$ cat src/rtl/cpu_pkg.sv
// Shared definitions for the microcoded 8-bit CPU: opcodes, T-step indices,
// control-word bit positions and the sequencer state encoding.
package cpu_pkg;

   // Instruction opcodes (instruction register bits [7:4])
   typedef enum logic [3:0] {
      OP_NOP = 4'b0000,
      OP_LDA = 4'b0001,
      OP_ADD = 4'b0010,
      OP_SUB = 4'b0011,
      OP_STA = 4'b0100,
      OP_LDI = 4'b0101,
      OP_JMP = 4'b0110,
      OP_JC  = 4'b0111,
      OP_JZ  = 4'b1000,
      OP_OUT = 4'b1110,
      OP_HLT = 4'b1111
   } opcode_e;

   // T-step indices
   localparam logic [2:0] T0       = 3'd0;
   localparam logic [2:0] T1       = 3'd1;
   localparam logic [2:0] T2       = 3'd2;
   localparam logic [2:0] T3       = 3'd3;
   localparam logic [2:0] T4       = 3'd4;
   localparam logic [2:0] STEP_MAX = T4;

   // Control-word bit positions
   localparam int CW_W          = 15;
   localparam int CW_PC_INC     = 0;
   localparam int CW_PC_LOAD    = 1;
   localparam int CW_PC_OUT     = 2;
   localparam int CW_MAR_LOAD   = 3;
   localparam int CW_RAM_OUT    = 4;
   localparam int CW_RAM_IN     = 5;
   localparam int CW_IR_LOAD    = 6;
   localparam int CW_IR_OUT     = 7;
   localparam int CW_A_LOAD     = 8;
   localparam int CW_A_OUT      = 9;
   localparam int CW_B_LOAD     = 10;
   localparam int CW_ALU_OUT    = 11;
   localparam int CW_ALU_SUB    = 12;
   localparam int CW_FLAGS_LOAD = 13;
   localparam int CW_OUT_LOAD   = 14;

   typedef logic [CW_W-1:0] ctrl_word_t;

   // Sequencer state
   typedef enum logic {
      ST_RUN    = 1'b0,
      ST_HALTED = 1'b1
   } seq_state_e;

endpackage

$ cat src/rtl/step_counter.sv
// T-step sequencer: counts 0..4, holds when not enabled, wraps on the last
// step of an instruction and latches the halted condition until reset.
module step_counter
   import cpu_pkg::*;
(
   input  logic       i_clk,
   input  logic       i_rst,
   input  logic       i_step_en,
   input  logic       i_last,
   input  logic       i_halt_req,
   output logic [2:0] o_step,
   output logic       o_halted
);

   seq_state_e r_state;
   seq_state_e w_state_nxt;
   logic [2:0] r_step;
   logic [2:0] w_step_nxt;

   // State register: synchronous reset clears both step and halted
   always_ff @(posedge i_clk) begin
      if (i_rst) begin
         r_state <= ST_RUN;
         r_step  <= T0;
      end else begin
         r_state <= w_state_nxt;
         r_step  <= w_step_nxt;
      end
   end

   // Next-state logic: hold, advance, wrap, or enter HALTED
   always_comb begin
      w_state_nxt = r_state;
      w_step_nxt  = r_step;
      case (r_state)
         ST_RUN: begin
            if (i_step_en) begin
               if (i_halt_req) begin
                  w_state_nxt = ST_HALTED;
                  w_step_nxt  = T0;
               end else if (i_last || (r_step >= STEP_MAX)) begin
                  w_step_nxt = T0;
               end else begin
                  w_step_nxt = r_step + 3'd1;
               end
            end
         end
         ST_HALTED: begin
            w_step_nxt = T0;
         end
         default: begin
            w_state_nxt = ST_RUN;
            w_step_nxt  = T0;
         end
      endcase
   end

   // Outputs: current step and halted flag
   always_comb begin
      o_step   = r_step;
      o_halted = (r_state == ST_HALTED);
   end

endmodule

$ cat src/rtl/control_unit.sv
// Microcode control unit: decodes (step, opcode, flags) into the datapath
// control word and drives the step sequencer.
module control_unit
   import cpu_pkg::*;
#(
   parameter bit HALT_ON_UNKNOWN = 1'b1
) (
   input  logic       clk,
   input  logic       rst,
   input  logic       step_en,
   input  logic [3:0] opcode,
   input  logic       flag_c,
   input  logic       flag_z,
   output logic       pc_inc,
   output logic       pc_load,
   output logic       pc_out,
   output logic       mar_load,
   output logic       ram_out,
   output logic       ram_in,
   output logic       ir_load,
   output logic       ir_out,
   output logic       a_load,
   output logic       a_out,
   output logic       b_load,
   output logic       alu_out,
   output logic       alu_sub,
   output logic       flags_load,
   output logic       out_load,
   output logic [2:0] step,
   output logic       halted
);

   logic [2:0] w_step;
   logic       w_halted;
   logic       w_last;
   logic       w_halt_req;
   logic       w_active;
   ctrl_word_t w_cw;
   ctrl_word_t w_ctrl;

   step_counter u_step_counter (
      .i_clk      (clk),
      .i_rst      (rst),
      .i_step_en  (step_en),
      .i_last     (w_last),
      .i_halt_req (w_halt_req),
      .o_step     (w_step),
      .o_halted   (w_halted)
   );

   // Microcode decode: raw control word plus end-of-instruction and halt requests
   always_comb begin
      w_cw       = '0;
      w_last     = 1'b0;
      w_halt_req = 1'b0;
      case (w_step)
         T0: begin
            w_cw[CW_PC_OUT]   = 1'b1;
            w_cw[CW_MAR_LOAD] = 1'b1;
         end
         T1: begin
            w_cw[CW_RAM_OUT]  = 1'b1;
            w_cw[CW_IR_LOAD]  = 1'b1;
            w_cw[CW_PC_INC]   = 1'b1;
         end
         T2: begin
            case (opcode)
               OP_NOP: w_last = 1'b1;
               OP_LDA, OP_ADD, OP_SUB, OP_STA: begin
                  w_cw[CW_IR_OUT]   = 1'b1;
                  w_cw[CW_MAR_LOAD] = 1'b1;
               end
               OP_LDI: begin
                  w_cw[CW_IR_OUT] = 1'b1;
                  w_cw[CW_A_LOAD] = 1'b1;
                  w_last          = 1'b1;
               end
               OP_JMP: begin
                  w_cw[CW_IR_OUT]  = 1'b1;
                  w_cw[CW_PC_LOAD] = 1'b1;
                  w_last           = 1'b1;
               end
               OP_JC: begin
                  w_cw[CW_IR_OUT]  = 1'b1;
                  w_cw[CW_PC_LOAD] = flag_c;
                  w_last           = 1'b1;
               end
               OP_JZ: begin
                  w_cw[CW_IR_OUT]  = 1'b1;
                  w_cw[CW_PC_LOAD] = flag_z;
                  w_last           = 1'b1;
               end
               OP_OUT: begin
                  w_cw[CW_A_OUT]    = 1'b1;
                  w_cw[CW_OUT_LOAD] = 1'b1;
                  w_last            = 1'b1;
               end
               OP_HLT: w_halt_req = 1'b1;
               default: begin
                  // Undefined opcodes either stop the machine or fall through as NOP
                  w_halt_req = HALT_ON_UNKNOWN;
                  w_last     = ~HALT_ON_UNKNOWN;
               end
            endcase
         end
         T3: begin
            // Ops that do not reach T3 wrap defensively back to fetch
            w_last = 1'b1;
            case (opcode)
               OP_LDA: begin
                  w_cw[CW_RAM_OUT] = 1'b1;
                  w_cw[CW_A_LOAD]  = 1'b1;
               end
               OP_ADD, OP_SUB: begin
                  w_cw[CW_RAM_OUT] = 1'b1;
                  w_cw[CW_B_LOAD]  = 1'b1;
                  w_last           = 1'b0;
               end
               OP_STA: begin
                  w_cw[CW_A_OUT]  = 1'b1;
                  w_cw[CW_RAM_IN] = 1'b1;
               end
               default: ;
            endcase
         end
         T4: begin
            w_last = 1'b1;
            if ((opcode == OP_ADD) || (opcode == OP_SUB)) begin
               w_cw[CW_ALU_OUT]    = 1'b1;
               w_cw[CW_A_LOAD]     = 1'b1;
               w_cw[CW_FLAGS_LOAD] = 1'b1;
               w_cw[CW_ALU_SUB]    = (opcode == OP_SUB);
            end
         end
         default: w_last = 1'b1;
      endcase
   end

   // Gate the control word: nothing drives while in reset, paused or halted
   always_comb begin
      w_active = ~rst & step_en & ~w_halted;
      w_ctrl   = w_cw & {CW_W{w_active}};
   end

   assign pc_inc     = w_ctrl[CW_PC_INC];
   assign pc_load    = w_ctrl[CW_PC_LOAD];
   assign pc_out     = w_ctrl[CW_PC_OUT];
   assign mar_load   = w_ctrl[CW_MAR_LOAD];
   assign ram_out    = w_ctrl[CW_RAM_OUT];
   assign ram_in     = w_ctrl[CW_RAM_IN];
   assign ir_load    = w_ctrl[CW_IR_LOAD];
   assign ir_out     = w_ctrl[CW_IR_OUT];
   assign a_load     = w_ctrl[CW_A_LOAD];
   assign a_out      = w_ctrl[CW_A_OUT];
   assign b_load     = w_ctrl[CW_B_LOAD];
   assign alu_out    = w_ctrl[CW_ALU_OUT];
   assign alu_sub    = w_ctrl[CW_ALU_SUB];
   assign flags_load = w_ctrl[CW_FLAGS_LOAD];
   assign out_load   = w_ctrl[CW_OUT_LOAD];
   assign step       = w_step;
   assign halted     = w_halted;

endmodule

$ cat config.mk
export PLATFORM = sky130hd
export DESIGN_NAME = control_unit
export DESIGN_NICKNAME = d
export VERILOG_FILES = /design/src/rtl/cpu_pkg.sv /design/src/rtl/step_counter.sv /design/src/rtl/control_unit.sv
export SDC_FILE = /design/constraint.sdc
export NUM_CORES = 1
export LEC_CHECK = 0
export ABC_AREA = 0
export CORE_AREA = 2 2 39 41
export DETAILED_ROUTE_END_ITERATION = 10
export DIE_AREA = 0 0 41 43
export DONT_BUFFER_PORTS = 1
export PLACE_DENSITY = 0.61
export SLEW_MARGIN = 20
export SYNTH_ARGS = -nofsm -noshare
export SYNTH_HDL_FRONTEND = slang
export SYNTH_SLANG_ARGS = --single-unit
$ cat constraint.sdc
create_clock -name clk -period 2.57 [get_ports clk]
set_input_delay 0.514 -clock clk [delete_from_list [all_inputs] [get_ports clk]]
set_output_delay 0.514 -clock clk [all_outputs]
set_load 0.05 [all_outputs]
==> results.txt, run 1 <==
----------------------------------------------------
[Routing]
  1st-pass router iterations ... 4
  Routed WL ... approximately 1.4 mm
  DRC errors left ... 0
  Iter 0 DRT Violations ... 10
  Number of vias per cell ... about 5.6
  Routed vias ... 593
  DRT antenna net count ... 0
  Wire per inst ... 13.3 µm

[Pwr]
  Power density relative to cell area ... 366 nW/µm²
  Leak pwr ... 0.298 nW
  Overall power consumption ... 0.265 mW
  Peak supply drop ... 0.204 mV

[Clocking]
  # H-tree levels ... 1
  Insertion delay to the later sink of the worst-skew pair ... 240 ps
  Number of buffers created by CTS ... 3
  Clock tree from TritonCTS ... yes
  Setup Buffers After CTS ... 0
  Maximum clock path buffer count ... 2
  CTS Hold Bufs ... 0
  Clock tree root driver cell ... sky130_fd_sc_hd__clkbuf_4
  CTS sink count ... 4
  Count of instances resized after the clock tree is built ... 0
  Register clock-pin slew on the reported worst setup and hold paths ... 40 ps

[Synthesis]
  Cell type with the highest aggregate area in the netlist ... sky130_fd_sc_hd__dfxtp_1
  Top_reg_cell synth ... sky130_fd_sc_hd__dfxtp_1
  Leading post-synthesis cells by cell area ... sky130_fd_sc_hd__dfxtp_1, sky130_fd_sc_hd__ha_1, sky130_fd_sc_hd__inv_1
  Fraction of post-synthesis cell area in the top cell type by area ... 0.143
  Mean instance size in the synthesized netlist ... approximately 7.4 µm²
  Post-synth EDFFs ... 0
  Distinct cell type count of the synthesized netlist ... 37
  Mapped Area ... 562 µm²
  Instance count of the mapped netlist ... 76
  Post-synthesis register bit count ... 4
  Post-Syn Nets ... 90
  Share of flip-flops with an asynchronous set or reset ... 0
  Share of synthesized area occupied by flip-flops and latches ... 0.143
  Number of warning messages in the yosys log ... 0

[Final layout]
  Final net count ... 105
  Final standard cell count with taps included and fillers excluded ... 105
  Layout overhead on the synthesized area ... 29.0%
  Number of antenna diodes ... 0
  Commonest non-fill, non-tap cell in the layout ... sky130_fd_sc_hd__buf_4
  Most frequent cells in the layout ... sky130_fd_sc_hd__buf_4, sky130_fd_sc_hd__inv_1, sky130_fd_sc_hd__nand2_1
  Share of cells above drive strength 1 ... 0.337
  Post-layout util ... 0.524

[Place]
  Routability congestion estimate from global placement ... 0.727
  Placed wire-length estimate after detailed placement ... 1.12 mm
  Placed cells ... just over 100
  IO Port Bufs ... 0

[Setup path]
  Kind of critical path ... flop to output port
  Required time at the worst-slack endpoint ... slightly above 2000 ps
  FF-to-FF setup slack ... 870 ps
  Critical path launch point ... u_step_counter.o_step[2]
  Crit Reg-Reg Startpoint ... u_step_counter.o_step[2]
  Critical path fanouts, max ... 9
  Sort of element at the end of the critical path ... output port
  Worst EP arrival ... 1850 ps
  Logic depth of the worst register-to-register path ... 4
  Endpoint of the lowest-slack register-to-register path ... u_step_counter.o_step[0]
  CP startpoint kind ... flop

[Floorplan]
  Total Die Area ... roughly 1800 µm²
  Floorplan row count ... 14
  # IOs ... 28
  Floorplan Core Area ... 1380 µm²
  Width of the die ... ~41 µm
  Initial cell density of the core ... 0.406
  Height of the chip ... between 40 and 50 µm

[Run status]
  Status ... completed

[Global route]
  Overflow left after global routing ... 0
  Via count of the first global-routing pass ... 489
  Antenna violations before repair ... 0
  First-pass GRT wire length ... 2.14 mm
  Largest net degree at the start of global routing ... 13
  Total routing resource utilization after global routing ... 0.176

[STA]
  Final-layout setup total negative slack ... 0 ps
  Fmax ... 423 MHz
  Fraction of the cycle the final worst path needs ... 0.920
  Slew @ Worst Pin ... 506 ps
  Layout Skew ... 7.22 ps
  RSZ-0062 raised after global routing ... no
  Pins Over Slew Limit ... 0
  Number of endpoints with negative hold slack in the final report ... 0
  Remaining max-slew budget at the tightest pin ... 0.661
  Hold Slack ... 352 ps
  Post-layout minimum cycle time ... 2360 ps
  Finish-stage setup viols ... 0

[Min path]
  Worst hold path class ... primary input to flop
  Terminating pin of the worst hold path ... u_step_counter.o_halted
  Number of cells traversed by the worst hold path ... 1
  Worst hold start ... rst

[Job]
  # Max-Cap Violations ... 0

----------------------------------------------------
-- area by class of cell --
| type | count | area [µm²] |
|---|---|---|
| fill | 134 | 659 |
| sequential | 4 | 81.3 |
| timing repair buffer | 15 | 113 |
| tap | 16 | 20.0 |
| inverter | 10 | 37.5 |
| clock buffer | 3 | 22.5 |
| multi-input combinational | 57 | 450 |
-- where the power goes --
| group | internal [mW] | switching (mW) |
|---|---|---|
| Sequential | 0.0670 | 0.00574 |
| Clock | 0.0523 | 0.0263 |
| Combinational | 0.0390 | 0.0748 |
-- cells in the mapped netlist (2+ instances only) --
library cell,count
sky130_fd_sc_hd__and2_1,2
sky130_fd_sc_hd__nand3_1,2
sky130_fd_sc_hd__dfxtp_1,4
sky130_fd_sc_hd__o31ai_1,4
sky130_fd_sc_hd__or3b_1,2
sky130_fd_sc_hd__nor3_1,2
sky130_fd_sc_hd__buf_4,2
sky130_fd_sc_hd__nor2_1,4
sky130_fd_sc_hd__nand4_1,2
sky130_fd_sc_hd__inv_1,10
sky130_fd_sc_hd__a21oi_1,3
sky130_fd_sc_hd__o21bai_1,2
sky130_fd_sc_hd__clkbuf_1,2
sky130_fd_sc_hd__nor4_1,2
sky130_fd_sc_hd__ha_1,5
sky130_fd_sc_hd__nand2_1,7
-- worst max-delay path by stage --
stage	slack (ps)	cells after the start	end
CTS	220	3	a_load
detailed placement	470	3	a_load
global placement	460	3	a_load
global route	110	6	out_load
finish	210	3	a_load
floorplan	-150	4	out_load
-- layer usage --
layer | GRT usage | wire (µm)
met1 | 0.208 | 552
met2 | 0.275 | 727
met3 | 0.0576 | 100
met4 | 0.0800 | 11
met5 | 0 | 0
-- metrics by stage --
stage | instance area, µm² | setup slack (ps)
final | 724 | 205
after global routing | 724 | 108
after CTS | 724 | 220
after detailed placement | 702 | 465
after global placement | 702 | 458
after floorplan | 603 | -147
-- kinds of logic after synthesis --
family | count (synthesis) | share of synthesized area
simple gates | 32 | 0.345
compound gates | 17 | 0.223
buf+inv | 15 | 0.127
fa+ha+maj | 5 | 0.111
flops | 4 | 0.143
xor+xnor | 2 | 0.0312
mux | 1 | 0.0200
-- state kept, by name (all words and copies together) (netlist names) --
| register | count |
|---|---|
| u_step_counter.o_step | 3 |
| u_step_counter.o_halted | 1 |
-- worst max-delay path, cell delays in order (launching register included) --
cell and delay [ps]:
sky130_fd_sc_hd__dfxtp_2 440, sky130_fd_sc_hd__or4b_2 710, sky130_fd_sc_hd__o22ai_1 190, sky130_fd_sc_hd__a31o_4 280
Power figures use the tool's default switching activity.
==> run 2: changes to the inputs <==
SLEW_MARGIN = not set   (was 20)
==> results of run 2 <==
The final DEF is identical to that of run 1; final timing and power are the same.
==> run 3: changes to the inputs <==
CELL_PAD_IN_SITES_DETAIL_PLACEMENT = 1   (was not set)
CELL_PAD_IN_SITES_GLOBAL_PLACEMENT = 1   (was not set)
CORE_AREA = not set   (was 2 2 39 41)
CORE_MARGIN = 2   (was not set)
CORE_UTILIZATION = 40   (was not set)
DIE_AREA = not set   (was 0 0 41 43)
PLACE_DENSITY = 0.78   (was 0.61)
TNS_END_PERCENT = 50   (was not set)
==> run 3 against run 2 <==
Effect of this change: non-clock buffer count increased by 1; die area fell by 2.4%; cell area shrank 0.35%; count of clock-buffer cells in the layout unchanged; largest power group unchanged.
==> results.txt, run 3 (synthesis gave the netlist of run 1 again) <==
----------------------------------------------------
[Min path]
  Worst hold path class ... primary input to flop
  Worst hold start ... rst
  Number of cells traversed by the worst hold path ... 1 (unchanged)
  Terminating pin of the worst hold path ... u_step_counter.o_halted

[Floorplan]
  Initial cell density of the core ... 0.432 (+0.0258)
  Height of the chip ... 41.5 µm (-3.5%)
  Floorplan Core Area ... 1300 µm² (-6.0%)
  Floorplan row count ... 13 (-1)
  Width of the die ... 41.5 µm (+1.2%)
  Total Die Area ... 1720 µm² (-2.4%)
  # IOs ... 28 (unchanged)

[Setup path]
  Required time at the worst-slack endpoint ... 2060 ps (about the same)
  Cell with the largest stage delay on the worst path ... sky130_fd_sc_hd__or4b_2
  FF-to-FF setup slack ... 870 ps (about the same)
  Max stage delay on crit path ... 690 ps (-20 ps)
  Endpoint of the lowest-slack register-to-register path ... u_step_counter.o_step[1]
  Sort of element at the end of the critical path ... output port
  Logic depth of the worst register-to-register path ... 4 (unchanged)
  CP startpoint kind ... flop
  Crit Reg-Reg Startpoint ... u_step_counter.o_step[2]
  Worst-path cell chain ... or4b_2, o22ai_1, a31o_4
  Kind of critical path ... flop to output port
  Critical path fanouts, max ... 9 (unchanged)
  Worst EP arrival ... 1840 ps (about the same)

[Clocking]
  CTS Hold Bufs ... 0 (unchanged)
  Count of instances resized after the clock tree is built ... 0 (unchanged)
  Number of buffers created by CTS ... 3 (unchanged)
  Insertion delay to the later sink of the worst-skew pair ... 260 ps (+20 ps)
  Register clock-pin slew on the reported worst setup and hold paths ... 40 ps (about the same)
  Clock tree root driver cell ... sky130_fd_sc_hd__clkbuf_4
  CTS sink count ... 4 (unchanged)
  Maximum clock path buffer count ... 2 (unchanged)
  # H-tree levels ... 1 (unchanged)
  Setup Buffers After CTS ... 0 (unchanged)
  Clock tree from TritonCTS ... yes

[Place]
  IO Port Bufs ... 0 (unchanged)
  Instance area after placement ... 699 µm² (-0.36%)
  Placed wire-length estimate after detailed placement ... 1.26 mm (+13%)
  Worst setup slack after placement ... 470 ps (+4.41 ps)
  Routability congestion estimate from global placement ... 0.756 (+4.0%)

[Routing]
  Wire per inst ... 15.5 µm (+17%)
  1st-pass router iterations ... 3 (-1)
  DRT antenna net count ... 0 (unchanged)
  Number of vias per cell ... 6.06 (+7.3%)
  Routed vias ... 636 (+7.3%)
  Routed WL ... 1.62 mm (+17%)
  Iter 0 DRT Violations ... 7 (-3)
  DRC errors left ... 0 (unchanged)

[STA]
  Fmax ... 425 MHz (+0.49%)
  Final-layout setup total negative slack ... 0 ps (unchanged)
  Post-route worst setup slack ... 217 ps (+11.6 ps)
  Remaining max-slew budget at the tightest pin ... 0.641 (-0.0200)
  Number of endpoints with negative hold slack in the final report ... 0 (unchanged)
  RSZ-0062 raised after global routing ... no
  Layout Skew ... 5.19 ps (-2.03 ps)
  Slew @ Worst Pin ... 535 ps (+29.8 ps)
  Finish-stage setup viols ... 0 (unchanged)
  Fraction of the cycle the final worst path needs ... 0.916 (-0.00453)
  Pins Over Slew Limit ... 0 (unchanged)
  Post-layout minimum cycle time ... 2350 ps (-11.6 ps)

[Pwr]
  Peak supply drop ... 0.328 mV (+61%)
  Leak pwr ... 0.303 nW (+1.8%)
  Power density relative to cell area ... 378 nW/µm² (+3.3%)
  Overall power consumption ... 0.273 mW (+2.9%)

[Global route]
  Antenna violations before repair ... 0 (unchanged)
  Total routing resource utilization after global routing ... 0.208 (+0.0321)
  Overflow left after global routing ... 0 (unchanged)
  Via count of the first global-routing pass ... 615 (+26%)
  Largest net degree at the start of global routing ... 13 (unchanged)
  First-pass GRT wire length ... 2.68 mm (+25%)

[Final layout]
  Layout overhead on the synthesized area ... 28.5%
  Share of cells above drive strength 1 ... 0.322 (-0.0149)
  Commonest non-fill, non-tap cell in the layout ... sky130_fd_sc_hd__buf_4
  FILL cells ... 170 (+27%)
  Flip-flop count of the largest register after layout ... 3 (unchanged)
  Most frequent cells in the layout ... sky130_fd_sc_hd__buf_4, sky130_fd_sc_hd__inv_1, sky130_fd_sc_hd__nand2_1
  Final instance area ... 722 µm² (-0.35%)
  Final net count ... 106 (+0.95%)
  Number of antenna diodes ... 0 (unchanged)

[Job]
  # Max-Cap Violations ... 0 (unchanged)

[Run status]
  Status ... completed

----------------------------------------------------
run 3: cell types whose count changed in the layout (fill, tap and decap cells not counted), sizes merged:
cell	before	now
buf	15	16
run 3: worst max-delay path, delay by kind of cell, from the launching register on:
kind | cells | cell delay [ps]
simple gates | 1 | 690
compound gates | 2 | 460
flops | 1 | 430
run 3: worst max-delay path by stage:
stage	to	slack [ps]	depth (start not counted)	from
6_report	a_load	220	3	u_step_counter.o_step[2]
5_1_grt	out_load	110	6	u_step_counter.o_step[0]
4_1_cts	a_load	200	3	u_step_counter.o_step[2]
3_5_place_dp	a_load	470	3	opcode[1]
3_3_place_gp	a_load	460	3	opcode[1]
2_1_floorplan	b_load	-260	4	u_step_counter.o_step[0]
run 3: per-stage QoR:
stage,hold WS (ps),std cells,utilization
after floorplan,583,76,-
after CTS,314,105,0.555
final,323,105,0.555
after detailed placement,501,102,0.538
after global placement,490,102,0.538
after global routing,310,105,0.555
run 3: per-layer routing:
metal / part of all wire / up-vias / wire (µm) / track usage
met5: 0 / - / 0 / 0
met4: 0.038 / 0 / 61 / 0.155
met3: 0.059 / 5 / 96 / 0.0565
met2: 0.48 / 24 / 776 / 0.331
met1: 0.43 / 305 / 691 / 0.235
li1: - / 302 / - / -
run 3: where the power goes:
part           internal, mW  switching (mW)
combinational        0.0391          0.0754
clock                0.0526          0.0323
sequential           0.0670         0.00623
total                 0.159           0.114
run 3: layout make-up:
cell class	count	area (µm²)	area share
inverter	10	37.5	0.0520
timing repair buffer	16	120	0.166
clock buffer	3	22.5	0.0312
sequential	4	81.3	0.113
tap	15	18.8	0.0260
multi-input combinational	57	442	0.612
